==> src/rtl/victim_writeback_buffer.sv <==
// Victim writeback buffer: a small FIFO of dirty lines between the victim
// cache and physical memory. Reads go first (served from the buffer on a
// tag hit), evictions coalesce on a tag match, and buffered lines drain to
// memory whenever no upstream request is waiting.
module victim_writeback_buffer #(
  parameter int DEPTH = 4
) (
  input  logic         clk,
  input  logic         rst_n,
  input  logic         up_read,
  input  logic         up_write,
  input  logic [15:0]  up_address,
  input  logic [127:0] up_wdata,
  output logic [127:0] up_rdata,
  output logic         up_resp,
  output logic         pmem_read,
  output logic         pmem_write,
  output logic [15:0]  pmem_address,
  output logic [127:0] pmem_wdata,
  input  logic [127:0] pmem_rdata,
  input  logic         pmem_resp,
  output logic         buf_empty,
  output logic         buf_full
);

  localparam int IW = $clog2(DEPTH);
  localparam int CW = IW + 1;
  localparam logic [CW-1:0] FULL_COUNT = CW'(DEPTH);

  typedef enum logic [2:0] {
    IDLE,
    RD_HIT,
    RD_MEM,
    WR_ACC,
    DRAIN,
    RESP
  } state_t;

  state_t state, state_next;

  logic [DEPTH-1:0] valid;
  logic [11:0]      tags  [DEPTH];
  logic [127:0]     lines [DEPTH];
  logic [IW-1:0]    head, tail;
  logic [CW-1:0]    count, count_next;
  logic [11:0]      req_tag;
  logic             hit;
  logic [IW-1:0]    hit_idx;
  logic             enq, deq;
  logic             unused_low_bits;

  assign req_tag         = up_address[15:4];
  assign unused_low_bits = ^up_address[3:0];

  // A new entry is appended only when the eviction does not coalesce; an
  // entry leaves only when memory acknowledges the head write.
  assign enq = (state == WR_ACC) && !hit;
  assign deq = (state == DRAIN) && pmem_resp;

  // Tag lookup across valid entries; tags are unique so at most one matches.
  always_comb begin
    hit     = 1'b0;
    hit_idx = '0;
    for (int i = 0; i < DEPTH; i++) begin
      if (valid[i] && (tags[i] == req_tag)) begin
        hit     = 1'b1;
        hit_idx = IW'(i);
      end
    end
  end

  // Occupancy after this cycle's enqueue or dequeue (never both at once).
  always_comb begin
    count_next = count;
    if (enq) begin
      count_next = count + 1'b1;
    end else if (deq) begin
      count_next = count - 1'b1;
    end
  end

  // Control state, FIFO pointers, valid bits, status flags and read data.
  always_ff @(posedge clk or negedge rst_n) begin
    if (!rst_n) begin
      state     <= IDLE;
      valid     <= '0;
      head      <= '0;
      tail      <= '0;
      count     <= '0;
      buf_empty <= 1'b1;
      buf_full  <= 1'b0;
      up_rdata  <= '0;
    end else begin
      state     <= state_next;
      count     <= count_next;
      buf_empty <= (count_next == '0);
      buf_full  <= (count_next == FULL_COUNT);
      if (enq) begin
        valid[tail] <= 1'b1;
        tail        <= tail + 1'b1;
      end
      if (deq) begin
        valid[head] <= 1'b0;
        head        <= head + 1'b1;
      end
      if (state == RD_HIT) begin
        up_rdata <= lines[hit_idx];
      end else if ((state == RD_MEM) && pmem_resp) begin
        up_rdata <= pmem_rdata;
      end
    end
  end

  // Line storage: merge into a matching entry or append at the tail.
  always_ff @(posedge clk) begin
    if (state == WR_ACC) begin
      if (hit) begin
        lines[hit_idx] <= up_wdata;
      end else begin
        lines[tail] <= up_wdata;
        tags[tail]  <= req_tag;
      end
    end
  end

  // Next-state and memory/upstream handshake outputs.
  always_comb begin
    state_next   = state;
    up_resp      = 1'b0;
    pmem_read    = 1'b0;
    pmem_write   = 1'b0;
    pmem_address = '0;
    pmem_wdata   = '0;
    case (state)
      IDLE: begin
        if (up_read) begin
          state_next = hit ? RD_HIT : RD_MEM;
        end else if (up_write) begin
          state_next = (hit || (count != FULL_COUNT)) ? WR_ACC : DRAIN;
        end else if (count != '0) begin
          state_next = DRAIN;
        end
      end
      RD_HIT: begin
        state_next = RESP;
      end
      RD_MEM: begin
        pmem_read    = 1'b1;
        pmem_address = {req_tag, 4'b0000};
        if (pmem_resp) begin
          state_next = RESP;
        end
      end
      WR_ACC: begin
        state_next = RESP;
      end
      DRAIN: begin
        pmem_write   = 1'b1;
        pmem_address = {tags[head], 4'b0000};
        pmem_wdata   = lines[head];
        if (pmem_resp) begin
          state_next = IDLE;
        end
      end
      RESP: begin
        up_resp    = 1'b1;
        state_next = IDLE;
      end
      default: begin
        state_next = IDLE;
      end
    endcase
  end

endmodule

==> config.mk <==
export PLATFORM = sky130hd
export DESIGN_NAME = victim_writeback_buffer
export DESIGN_NICKNAME = d
export VERILOG_FILES = /design/src/rtl/victim_writeback_buffer.sv
export SDC_FILE = /design/constraint.sdc
export NUM_CORES = 1
export LEC_CHECK = 0
export CAP_MARGIN = 20
export CORE_MARGIN = 2
export CORE_UTILIZATION = 49
export CTS_CLUSTER_SIZE = 12
export DETAILED_ROUTE_END_ITERATION = 12
export PLACE_DENSITY = 0.78
export SKIP_LAST_GASP = 1
export SLEW_MARGIN = 20
export SYNTH_ARGS = -nofsm -noshare
export SYNTH_HDL_FRONTEND = slang
export SYNTH_SLANG_ARGS = --single-unit
==> constraint.sdc <==
create_clock -name clk -period 10.07 [get_ports clk]
set_clock_uncertainty 0.15 [all_clocks]
set_input_delay 1.007 -clock clk [delete_from_list [all_inputs] [get_ports clk]]
set_output_delay 1.007 -clock clk [all_outputs]
set_load 0.05 [all_outputs]
==> results of run 1 <==
[cells in the mapped netlist (all sizes together), types with 2 or more instances]
master / n / area share [%]
a21o: 2 / 0.046
a21oi: 134 / 2.0
a22o: 13 / 0.35
a2bb2oi: 5 / 0.13
a31oi: 128 / 2.4
and2: 2 / 0.038
and3: 256 / 4.9
buf: 81 / 1.4
clkbuf: 129 / 1.5
dfrtp: 143 / 11
edfxtp: 560 / 51
ha: 11 / 0.42
inv: 12 / 0.14
mux2: 129 / 5.6
mux4: 140 / 9.6
nand2: 141 / 1.6
nand3: 11 / 0.17
nand3b: 2 / 0.046
nand4: 16 / 0.31
nor2: 5 / 0.057
nor3: 5 / 0.076
nor3b: 2 / 0.076
nor4: 4 / 0.11
o21ai: 133 / 2.0
o21bai: 2 / 0.046
o22ai: 2 / 0.038
or3: 129 / 2.5
or4: 6 / 0.14
xnor2: 51 / 1.5
[cells in the final DEF (no fill, tap or decap), types with 16 or more instances in the layout]
master           synthesis  routed
mux4_2                 140     140
mux2_4                  98      98
clkbuf_16                0      75
a31oi_1                128     128
buf_4                    6      40
nand4_1                 16      16
xnor2_1                 47      47
or3_1                  129     129
clkbuf_1               129      30
and3_1                 256     256
a21oi_1                134     131
clkdlybuf4s50_1          0     544
mux2_2                  31      31
diode_2                  0      19
edfxtp_1               560     560
nand2_1                141     141
o21ai_0                133     133
dfrtp_1                143     140
[area by class of cell]
| cell class | count | area (um2) |
|---|---|---|
| Fill cell | 4773 | 24700 |
| Sequential cell | 704 | 20400 |
| Multi-Input combinational cell | 1349 | 11500 |
| Timing Repair Buffer | 586 | 5780 |
| Clock buffer | 117 | 2150 |
| Tap cell | 864 | 1080 |
| Clock inverter | 20 | 254 |
| Antenna cell | 19 | 47.5 |
| Inverter | 12 | 45.0 |
[power by group]
group	leakage, nW	total (W)	switching (W)	internal, W
logic	7.37	0.00549	0.00358	0.00191
registers	6.72	0.00389	0.000336	0.00356
clock network	1.17	0.00271	0.00115	0.00156
total	15.3	0.0121	0.00506	0.00703
[state kept, by name, summed over array words and instances, names as in the netlist]
| name | flops |
|---|---|
| buf_empty | 1 |
| count | 3 |
| tags | 48 |
| lines | 512 |
| head | 2 |
| tail | 2 |
| buf_full | 1 |
| state | 3 |
| valid | 4 |
| up_rdata | 128 |
[cells by family (layout without fill, tap and decap cells)]
logic type                 count (synthesis)  count (layout)
AOI/OAI and AO/OA                        429             429
xor gates and xnor gates                  51              51
adders and majority gates                 11              11
buffers and inverters                    222             735
DFF                                      704             704
muxes                                    269             269
other                                      1              23
and+or+nand+nor                          585             585
[worst register-to-register path, cell delays in order, from the launching register on]
cell and delay (ns):
dfrtp_4 0.76, nand3b_1 0.48, or3_1 0.69, nor2_4 0.88, buf_4 0.83, buf_4 0.87
[per-stage QoR]
stage / worst slack [ns] / area [um2] / instances / util, %
after global placement: 3.73 / 38800 / 3515 / 58.8
after detailed placement: 3.70 / 38800 / 3515 / 58.8
after floorplan: 0.732 / 32800 / 2275 / -
after global routing: 3.97 / 41200 / 3668 / 62.5
after CTS: 4.16 / 41200 / 3652 / 62.4
final: 4.31 / 41200 / 3671 / 62.5
[final timing paths]
kind                                             endpoint                    from  slack, ns
worst max-delay path                       pmem_wdata[10]     head[1]$_DFFE_PN0P_       4.31
worst min-delay path            up_rdata[120]$_DFFE_PN0P_                   rst_n       0.16
worst max register to register     lines[0][45]$_DFFE_PP_    state[2]$_DFFE_PN0P_       4.98
worst min register to register   up_rdata[39]$_DFFE_PN0P_  lines[3][39]$_DFFE_PP_       0.44
max in group asynchronous             head[1]$_DFFE_PN0P_                   rst_n       8.15
min in group clk                 up_rdata[39]$_DFFE_PN0P_  lines[3][39]$_DFFE_PP_       0.44
[layer usage]
metal  vias to the layer above  wire length, um  track usage, %
li1                       9816                -               -
met5                         -               68               0
met2                      1419            51100            48.4
met4                        10             4930            16.0
met3                       276             9450            6.33
met1                     11991            39000            37.8
==> metrics.md, run 1 <==
| Metric | Value |
|---|---|
| Total CTS buffers | 75 |
| Critical Path Max Stage Delay | 0.84 ns |
| Clock Tree Buf Depth | 3 |
| Tmin final | 5.76 ns |
| Max_cap viols | 0 |
| Ys Warns | 0 |
| Worst Hold Class | input port to async pin |
| Setup TNS | 0 ns |
| Die Wd | 263 um |
| Initial antenna violation count | 23 |
| Pleak | 15.3 nW |
| Least-Margin Pin Slew | 1.16 ns |
| DRT Wirelength | 105000 um |
| Most used cell along the critical path | buf_4 |
| HPWL after DPL | 61700 um |
| Starting Density | 49.7% |
| Sink Count | 704 |
| Slowest CP cell | clkdlybuf4s50_1 |
| Post-Synth Adder-Cell Area | 0.420% |
| Via/cell ratio | 6.40 |
| IO Pins | 554 |
| DRT antenna net count | 0 |
| Final Wtd Congestion | 0.889 |
| Main combinational cell family by area after synthesis | multiplexers |
| Final Hold Viols | 0 |
| First-pass GRT wire length | 156000 um |
| Number of global-route vias before repair | 24597 |
| Worst slew margin | 22.6% |
| Element type at the critical path end | output pin |
| Critical path class | flip-flop to output pin |
| Post-synth EDFFs | 560 |
| Die area | 68900 um2 |
| Hold_ws | 0.158 ns |
| R2R cell count | 5 |
| Critical-path cell list | buf_4 -> buf_4 -> mux4_2 -> and3_1 -> clkdlybuf4s50_1 |
| DRT iter0 DRCs | 2443 |
| Synth Flop Type | edfxtp_1 |
| Setup Buffers After CTS | 0 |
| CTS tree | done |
| F_max | 174 MHz |
| All-layer global routing usage | 29.8% |
| Cell area after synthesis | 32800 um2 |
| Mapped Cells | 2272 |
| Maximum VDD drop | 0.000278 V |
| WP data required | 8.91 ns |
| Synth Area in XOR/XNOR | 1.46% |
| Proportion of layout cells with a drive suffix above 1 | 15.7% |
| Num rows | 94 |
| Drt pass-1 iters | 6 |
| Via count | 23512 |
| Critical path fanouts, max | 40 |
| Compound-Gate Fraction of Synth Area | 7.39% |
| Mapped Avg Cell Area | 14.4 um2 |
| Crit path depth | 5 |
| Synth async-reset ratio | 20.5% |
| Die H | 263 um |
| Yosys reg bits | 704 |
| Status | completed |
| Register area share after synthesis | 62.3% |
| Tcrit/Tclk final | 57.2% |
| CP Launch Type | flip-flop |
| Total chip power | 0.0121 W |
| Clock-pin slew on the worst setup and hold paths | 0.06 ns |
| DRC violations left | 0 |
| PD cells | 293 nW/um2 |
| Final Max Tran Viols | 0 |
| Netlist cell types | 53 |
| I/O Buffers | 545 |
| Post-CTS sizing | 0 |
| Buf/Inv on CP | 3 |
| Largest net degree at the start of global routing | 199 |
| Area grow syn2layout | 25.9% |
| Crit path max-delay family | buffers and inverters |
| Total grt overflow | 0 |
| Post-synthesis mux area share | 15.2% |
| RSZ-0062 raised after global routing | false |
| CTS root buffer | clkbuf_16 |
| Simple-gate portion of the synthesized area | 10.1% |
| Clk_lat worst skew | 0.62 ns |
| CTS Hold Bufs | 0 |
| CTS H-tree lvls | 3 |
| DR WL/cell | 28.5 um |
| Core box area | 66000 um2 |
| Final setup viols | 0 |
| Critical path arrival | 4.61 ns |
| Nets | 3016 |
(Power assumes the default switching activity.)
==> run 2: changes to the inputs <==
==> constraint.sdc (replaced) <==
create_clock -name clk -period 4.66 [get_ports clk]
set_clock_uncertainty 0.15 [all_clocks]
set_input_delay 0.466 -clock clk [delete_from_list [all_inputs] [get_ports clk]]
set_output_delay 0.466 -clock clk [all_outputs]
set_load 0.05 [all_outputs]
==> metrics.md, run 2 (synthesized netlist as in run 1, its figures left out) <==
| Metric | Value |
|---|---|
| Final setup viols | 0 |
| Met1 wire length | 38100 um |
| Tcrit/Tclk final | 90.2% |
| Maximum VDD drop | 0.000438 V |
| Worst reg2reg path startpoint | tags[1][9]$_DFFE_PP_ |
| First-pass GRT wire length | 154000 um |
| Pleak | 15.5 nW |
| Post-CTS sizing | 0 |
| Via/cell ratio | 6.37 |
| Sw Pwr | 0.0109 W |
| Die Wd | 263 um |
| Die area | 68900 um2 |
| DRT antenna net count | 0 |
| Max_cap viols | 0 |
| R2R cell count | 9 |
| Largest net degree at the start of global routing | 142 |
| All-layer global routing usage | 29.7% |
| CTS tree | done |
| Clk_lat worst skew | 0.62 ns |
| Starting Density | 49.7% |
| PD cells | 632 nW/um2 |
| HPWL after DPL | 60400 um |
| Final Hold Viols | 0 |
| Clock Tree Buf Depth | 3 |
| IO Pins | 554 |
| Die H | 263 um |
| Initial antenna violation count | 21 |
| WP data required | 4.04 ns |
| Net Sw Frac | 41.5% |
| Worst Setup EP | pmem_wdata[109] |
| Drt pass-1 iters | 5 |
| Least-Margin Pin Slew | 1.10 ns |
| Sink Count | 704 |
| WL met3 | 10200 um |
| Critical path arrival | 3.59 ns |
| R2R Setup Slk | 1.29 ns |
| Layout Utilization | 63.2% |
| DRT iter0 DRCs | 2424 |
| Crit path from | state[2]$_DFFE_PN0P_ |
| DRT Wirelength | 104000 um |
| Fin area | 41700 um2 |
| Via count | 23519 |
| Critical path class | flip-flop to output pin |
| Worst Hold Class | input port to async pin |
| Seq pwr share | 31.9% |
| Commonest non-fill, non-tap cell in the layout | edfxtp_1 |
| Clock-pin slew on the worst setup and hold paths | 0.06 ns |
| Core box area | 66000 um2 |
| Total grt overflow | 0 |
| CTS H-tree lvls | 3 |
| Biggest regs | lines: 512 flops, up_rdata: 128 flops, tags: 48 flops |
| Number of global-route vias before repair | 24235 |
| Logic pwr share | 45.5% |
| I/O Buffers | 545 |
| WL met2 | 50000 um |
| Final Wtd Congestion | 0.858 |
| Final Max Tran Viols | 0 |
| Cell Int Power | 0.0154 W |
| Max reg flops | 512 |
| Element type at the critical path end | output pin |
| Critical path fanouts, max | 60 |
| Clock share of power | 22.6% |
| Most frequent cells in the layout | 560 x edfxtp_1, 544 x clkdlybuf4s50_1, 256 x and3_1 |
| Worst slew margin | 26.8% |
| DR WL/cell | 28.2 um |
| Nets | 3038 |
| Reg-to-reg endpoint | up_rdata[105]$_DFFE_PN0P_ |
| Status | completed |
| Placed cell area | 39200 um2 |
| Uppermost layer routed | met5 |
| Total CTS buffers | 77 |
| Proportion of layout cells with a drive suffix above 1 | 16.5% |
| CP Launch Type | flip-flop |
| Area grow syn2layout | 27.4% |
| Tmin final | 4.20 ns |
| RSZ-0062 raised after global routing | false |
| CTS root buffer | clkbuf_16 |
| DRC violations left | 0 |
| Num rows | 94 |
| F_max | 238 MHz |
| Largest register by flop count | lines |
==> run 2: cell types whose count changed in the layout (fill, tap and decap cells not counted), sizes merged <==
cell	change
buf	+19
clkinv	+10
clkinvlp	+2
inv	-3
diode	-1
bufinv	+1
dlygate4sd3	+1
clkbuf	-6
==> run 2: metal layers <==
layer | vias up | GRT usage [%]
li1 | 9850 | -
met1 | 11874 | 37.5
met2 | 1464 | 47.1
met3 | 319 | 7.36
met4 | 12 | 16.4
met5 | - | 0
==> run 2: power by group through the flow <==
| stage | logic [W] | clock network [W] | registers [W] |
|---|---|---|---|
| floorplan | 0.00579 | 0 | 0.0102 |
| global placement | 0.0118 | 0 | 0.00850 |
| detailed placement | 0.0119 | 0 | 0.00853 |
| CTS | 0.0120 | 0.00603 | 0.00842 |
| global route | 0.0124 | 0.00628 | 0.00852 |
| finish | 0.0120 | 0.00597 | 0.00843 |
==> run 2: worst min path at each step <==
stage / end / slack, ns / startpoint
after detailed placement: up_rdata[122]$_DFFE_PN0P_ / 0.42 / rst_n
after CTS: lines[3][112]$_DFFE_PP_ / 0.29 / up_wdata[112]
final: up_rdata[122]$_DFFE_PN0P_ / 0.32 / rst_n
after global routing: lines[1][127]$_DFFE_PP_ / 0.31 / up_wdata[127]
after floorplan: buf_full$_DFF_PN0_ / 0.02 / rst_n
after global placement: up_rdata[30]$_DFFE_PN0P_ / 0.41 / lines[3][30]$_DFFE_PP_
==> run 2: final cells by class <==
type / instances / area (um2)
antenna: 18 / 45.0
clock buffer: 111 / 2210
clock inverter: 30 / 275
fill: 4749 / 24300
inverter: 12 / 45.0
multi-input combinational: 1349 / 11500
sequential: 704 / 20400
tap: 864 / 1080
timing repair buffer: 606 / 6150
==> run 2: critical path: stages, from the launching register on <==
cell,delay (ns)
dfrtp_4,0.88
buf_4,0.70
and3_1,0.28
clkdlybuf4s50_1,0.89
==> run 2: metrics by stage <==
| stage | hold slack, ns | cells | total power [W] | setup slack (ns) | TNS, ns |
|---|---|---|---|---|---|
| 6_report | 0.315 | 3694 | 0.0264 | 0.458 | 0 |
| 5_1_grt | 0.312 | 3690 | 0.0272 | 0.471 | 0 |
| 4_1_cts | 0.289 | 3675 | 0.0264 | 0.499 | 0 |
| 3_5_place_dp | 0.421 | 3533 | 0.0204 | 0.431 | 0 |
| 3_3_place_gp | 0.411 | 3533 | 0.0203 | 0.465 | 0 |
| 2_1_floorplan | 0.0204 | 2275 | 0.0160 | -1.36 | -356.55 |
==> run 2: timing repair <==
action                                 CTS  global route
buffers inserted                         0             0
endpoints found under the hold margin   64             0
hold buffers                             1             0
